## src/rtl/seq_detect_param.sv

```systemverilog
// seq_detect_param: N-bit serial pattern detector with enable, overlap select and saturating match counter
module seq_detect_param #(
  parameter int N = 4,
  parameter logic [N-1:0] PATTERN = 4'b1111,
  parameter bit OVERLAP = 1'b1,
  parameter int CNT_W = 8
) (
  input  logic             clk,
  input  logic             rst,
  input  logic             en,
  input  logic             x,
  input  logic             clr_cnt,
  output logic             out,
  output logic [CNT_W-1:0] match_cnt,
  output logic             cnt_sat
);
  localparam int FW = $clog2(N);
  localparam logic [FW-1:0] FULL = FW'(N - 1);
  localparam logic [CNT_W-1:0] CMAX = '1;
  logic [N-2:0] hist;
  logic [FW-1:0] fill;
  logic [N-1:0] cand;
  logic hit;
  always_comb begin
    cand = {hist, x};
    hit = en && (fill == FULL) && (cand == PATTERN);
  end
  always_ff @(posedge clk or negedge rst) begin
    if (!rst) begin
      hist <= '0;
      fill <= '0;
      out <= 1'b0;
      match_cnt <= '0;
      cnt_sat <= 1'b0;
    end else begin
      out <= hit;
      // a non-overlapping hit consumes its bits, so the next match needs N fresh ones
      if (en) begin
        hist <= (hit && !OVERLAP) ? '0 : cand[N-2:0];
        fill <= (hit && !OVERLAP) ? '0 : (fill == FULL) ? FULL : fill + 1'b1;
      end
      if (clr_cnt) begin
        match_cnt <= hit ? CNT_W'(1) : '0;
        cnt_sat <= 1'b0;
      end else if (hit) begin
        match_cnt <= (match_cnt == CMAX) ? CMAX : match_cnt + 1'b1;
        cnt_sat <= cnt_sat | (match_cnt == CMAX);
      end
    end
  end
endmodule

```

## config.mk

```make
export PLATFORM = sky130hd
export DESIGN_NAME = seq_detect_param
export DESIGN_NICKNAME = d
export VERILOG_FILES = /design/src/rtl/seq_detect_param.sv
export SDC_FILE = /design/constraint.sdc
export NUM_CORES = 1
export LEC_CHECK = 0
export CELL_PAD_IN_SITES_DETAIL_PLACEMENT = 0
export CELL_PAD_IN_SITES_GLOBAL_PLACEMENT = 1
export CORE_UTILIZATION = 31
export CTS_BUF_LIST = sky130_fd_sc_hd__clkbuf_8
export CTS_CLUSTER_DIAMETER = 60
export DETAILED_ROUTE_END_ITERATION = 10
export GPL_ROUTABILITY_DRIVEN = 0
export PLACE_DENSITY = 0.68
export SYNTH_ARGS = -nofsm -noshare
export SYNTH_HDL_FRONTEND = slang
export SYNTH_SLANG_ARGS = --single-unit
```

## constraint.sdc

```tcl
create_clock -name clk -period 1.51 [get_ports clk]
set_clock_uncertainty 0.1 [all_clocks]
set_input_delay 0.3775 -clock clk [delete_from_list [all_inputs] [get_ports clk]]
set_output_delay 0.3775 -clock clk [all_outputs]
set_load 0.02 [all_outputs]
```

* Word-level counts from Yosys, hierarchy flattened
Index checks and enable logic that the tools add are counted.
W data, S select, Z words.
** Word-level totals
- Register bits after elaboration :: 15
- Bits of input ports :: 5
- Output and inout port bits :: 10
- Word-level logic and storage cells :: 21
** Operators by class
- Add/subtract/negate cells :: 2
- Equal/unequal tests :: 3
- Muxes and demuxes :: 7
- Bitwise operators :: 1
- Reduce and logical (&&, ||, !) cells :: 3
** Operator list (number)
- $mux W8 :: 3
- $add A8 B1 Y8 const B :: 1
- $eq A8 B8 Y1 const B :: 1
- $eq A4 B4 Y1 const B :: 1
- $mux W1 :: 3
- $add A2 B1 Y2 const B :: 1
- $eq A2 B2 Y1 const B :: 1
- $logic_and A1 B1 Y1 :: 2
- $mux W2 :: 1
- $reduce_bool A2 Y1 :: 1
- $or A1 B1 Y1 :: 1

* Logic depth before layout (Yosys ltp)
- Word-level depth :: 5
- Mapped depth :: 5
- Depth with buffers taken out :: 5

* Least setup slack after synthesis
OpenSTA, ideal clock, no wires.
- Path type :: register to register
- Start :: register match_cnt[1]
- End :: register match_cnt[2]
- Library setup time :: 0.086 ns
- Arrival time :: 1.430 ns
- Data required time :: 1.324 ns
- Setup slack :: -0.106 ns
- Cell stages (with the launch flop) :: 6
- Path buffers :: 0
- Clock period less this slack :: 1.616 ns
- Cell sequence :: dfrtp_1 -> ha_1 -> nand4_1 -> nor2_1 -> and4bb_1 -> nor3_1
** On the way
- Longest elaborated chain between the ends :: 4
- Elaborated cells on any way between the ends :: 5
- Those cells by class :: 1 x add/sub; 1 x eq/ne; 3 x mux
** Ends and longest elaborated chain
- from (decl) :: RTL line 14 : output logic [CNT_W-1:0] match_cnt,
- from (signal assigned) :: RTL line 43 : match_cnt <= hit ? CNT_W'(1) : '0;
- from (signal assigned) :: RTL line 46 : match_cnt <= (match_cnt == CMAX) ? CMAX : match_cnt + 1'b1;
- $add A8 B1 Y8 / $eq A8 B8 Y1 (equally long branches) :: RTL line 46
- $mux W8 * :: RTL line 46
- $mux W8 * :: RTL line 45 : end else if (hit) begin
- $mux W8 * :: RTL line 42 : if (clr_cnt) begin
Every way passes the cells marked *; elsewhere a longest branch is shown, timed or not. The select of a mux whose other input is x is not followed.
A chain may end at the register's enable or synchronous reset.

* Worst setup path after layout
- Start :: register match_cnt[0]
- End :: register match_cnt[6]
The elaborated chain is that of the path after synthesis.

==> results.toml <==
[floorplan]
rows = 17
start_util_pct = 33.20
die_w_um = 50.68
fp.dieArea_um2 = 2568
coreArea_um2 = 2212
ios = 15
fp.dieH_um = 50.68

[logic_synthesis]
syn_area_per_cell_um2 = 10.80
synthCells = 68
ys_seq_elements = 15
synth_nets = 74
synth_area_leaders = "dfrtp_1, nor2_1, mux2_2"
synth_cell_type_count = 29
yosysTopAreaCellShare_pct = 51.11
synth_area_leader_cell = "dfrtp_1"
synth_edf_count = 0
syn-cell-area_um2 = 734.5
ys.warnings.count = 0
synthArstFlopShare_pct = 100.0
synth_flop_cell = "dfrtp_1"
seq_area_frac_synth_pct = 51.11

[timing]
postLayoutSetupSlackWorst_ns = -0.01057
finalHoldViolations = 0
fmax_mhz = 657.6
min_period_ns = 1.521
post-route-period-util_pct = 100.7
slew_viol_final = 0
grt_setup_unrepaired = "yes"
slew-limit-headroom_pct = 77.62
setup_viol = 1
hold_ws_ns = 0.3521
tightest_slew_ns = 0.3339

[worst_setup_path]
r2r_slack_ns = -0.01
r2r-end = "match_cnt[6]$_DFFE_PN0P_"
start_kind = "register"
path_max_fanout = 4
startpoint = "match_cnt[0]$_DFFE_PN0P_"
crit_end = "match_cnt[6]$_DFFE_PN0P_"
r2r-start = "match_cnt[0]$_DFFE_PN0P_"
arrival_ns = 1.56
cp.required_ns = 1.55
endpoint_kind = "register"
ff2ff_path_depth = 6
worstSetupPathType = "reg2reg"

[grt]
grt_overflow = 0
grt_first_pass_wirelength_um = 2780
grt_max_degree = 16
grt_use_met3_pct = 2.727
globalRouteTotalUtil_pct = 14.87
met1_usage_pct = 17.58
antenna_found_initial = 0
use_met2_pct = 25.11
grt-busiest-layer = "met2"
grt_pass1_vias = 630

[cells_and_area]
seq_area_um2 = 379.1
finalNetCount = 112
multiInputGateArea_um2 = 389.1
fill_cells = 223
drive_gt1_share_pct = 41.90
area_delta_synth_final_pct = 55.71
insertedDiodeCount = 0
stdcell_count = 133

[route]
routedWlPerCell_um = 12.29
num_vias = 656
initialDrtViolationCount = 2
routed_wl_um = 1635
routed_via_density = 4.932
postRouteAntennaNets = 0
drc = 0
firstDrtPassIters = 4

[cts]
clkTransAtPathRegs_ns = 0.06
cts_max_path_buffers = 2
h-tree-depth = 1
cts.sinks = 15
cts_tree = "done"
clk_latency_ns = 0.25
postCtsHoldBufs = 0
cts_buffers = 3
clockRootBuffer = "clkbuf_8"

[run_status]
violations = "negative setup slack"
status = "complete, but fails checks"

[power_and_ir_drop]
power_leakage_nw = 0.5340
worst_ir_drop_vdd_mv = 0.5838
power_density_nw_per_um2 = 748.4

[placed_design]
dp_cells = 124
dp_hpwl_um = 1165
place.port_buffers = 14
dpl_worst_slack_ns = -0.4600

[min_path]
hold_class = "in2async"

[flow_run]
cap_violations = 0
[cell usage in the layout, fill, tap and decap left out]
cell type / n
ha_4: 1
a31oi_1: 1
or2_4: 1
mux2i_1: 1
clkbuf_2: 1
clkbuf_8: 3
clkdlybuf4s15_1: 1
nand3_2: 1
inv_1: 4
dfrtp_2: 3
nor2_4: 2
nand4_1: 1
dfrtp_1: 12
nor3_4: 1
a21oi_1: 4
mux2_2: 3
nor2b_1: 2
a311oi_1: 1
o21ai_1: 1
and4_1: 1
nand4_2: 1
and4bb_1: 1
dlygate4sd2_1: 10
buf_6: 1
o21a_1: 1
nor3_1: 1
nor3_2: 4
nand2_1: 2
nand2b_1: 1
nor4b_4: 1
clkdlybuf4s50_1: 2
nand3_1: 4
nor2_1: 7
and4bb_2: 1
buf_4: 20
nor4_1: 1
a211oi_1: 2
[final cells by class]
type                            count  area share, %
Sequential cell                    15          33.15
Timing Repair Buffer               35          24.84
Inverter                            3         0.9847
Tap cell                           28          3.063
Clock inverter                      1         0.3282
Multi-Input combinational cell     48          34.03
Clock buffer                        3          3.610
[state kept, by name, indices dropped and copies added (netlist names)]
signal / flops
fill: 2
match_cnt: 8
hist: 3
cnt_sat: 1
out: 1
[timing repair]
action / CTS / global route
endpoints found under the setup margin: 19 / 9
resized for setup: 14 / 14
setup buffers: 1 / 4
pin swaps: 3 / 7
[cells in the mapped netlist, drive strengths merged (2+ instances only)]
master / n
a211oi: 2
a21oi: 4
and4bb: 2
buf: 2
dfrtp: 15
inv: 3
mux2: 3
nand2: 2
nand3: 5
nand4: 2
nor2: 9
nor2b: 2
nor3: 6
[logic make-up (layout without fill, tap and decap cells)]
group           after synthesis  after routing  share of synthesized area [%]
simple gates                 33             33                          29.13
flops                        15             15                          51.11
compound gates               10             10                          8.518
buf+inv                       5             42                          3.577
mux                           4              4                          5.962
fa+ha+maj                     1              1                          1.703
[worst max-delay path, cell delays in order, from the launching register on]
cell	delay (ns)
dfrtp_2	0.41
ha_4	0.15
nand4_1	0.18
buf_4	0.22
nor2_4	0.08
and4bb_2	0.23
nor3_2	0.04
[layer usage]
layer / part of all wire, % / routed length [um]
met1: 45 / 741
met2: 49 / 798
met3: 3.9 / 63
met4: 2.0 / 32
met5: 0 / 0
[metrics by stage]
stage | TNS (ns) | utilization [%] | power [mW] | area (um^2)
after floorplan | 0 | - | 0.4822 | 740.7
after global placement | -3.920 | 46.15 | 0.5364 | 1021
after detailed placement | -4.256 | 46.15 | 0.5382 | 1021
after CTS | -0.04448 | 48.19 | 0.8573 | 1066
after global routing | -0.4542 | 51.70 | 0.8966 | 1144
final | -0.01057 | 51.70 | 0.8559 | 1144
[report_power, final]
part | internal [mW] | total, mW | switching [mW]
registers | 0.418 | 0.434 | 0.0161
clock network | 0.180 | 0.318 | 0.138
logic | 0.0542 | 0.104 | 0.0498
total | 0.652 | 0.856 | 0.203
[worst min path at each step]
stage / slack, ns / endpoint
6_report: 0.35 / hist[2]$_DFFE_PN0P_
5_1_grt: 0.36 / match_cnt[0]$_DFFE_PN0P_
4_1_cts: 0.36 / match_cnt[3]$_DFFE_PN0P_
3_5_place_dp: 0.42 / cnt_sat$_DFFE_PN0P_
3_3_place_gp: 0.39 / cnt_sat$_DFFE_PN0P_
2_1_floorplan: -0.02 / cnt_sat$_DFFE_PN0P_
Note: power is estimated with default switching activity, not from simulation.
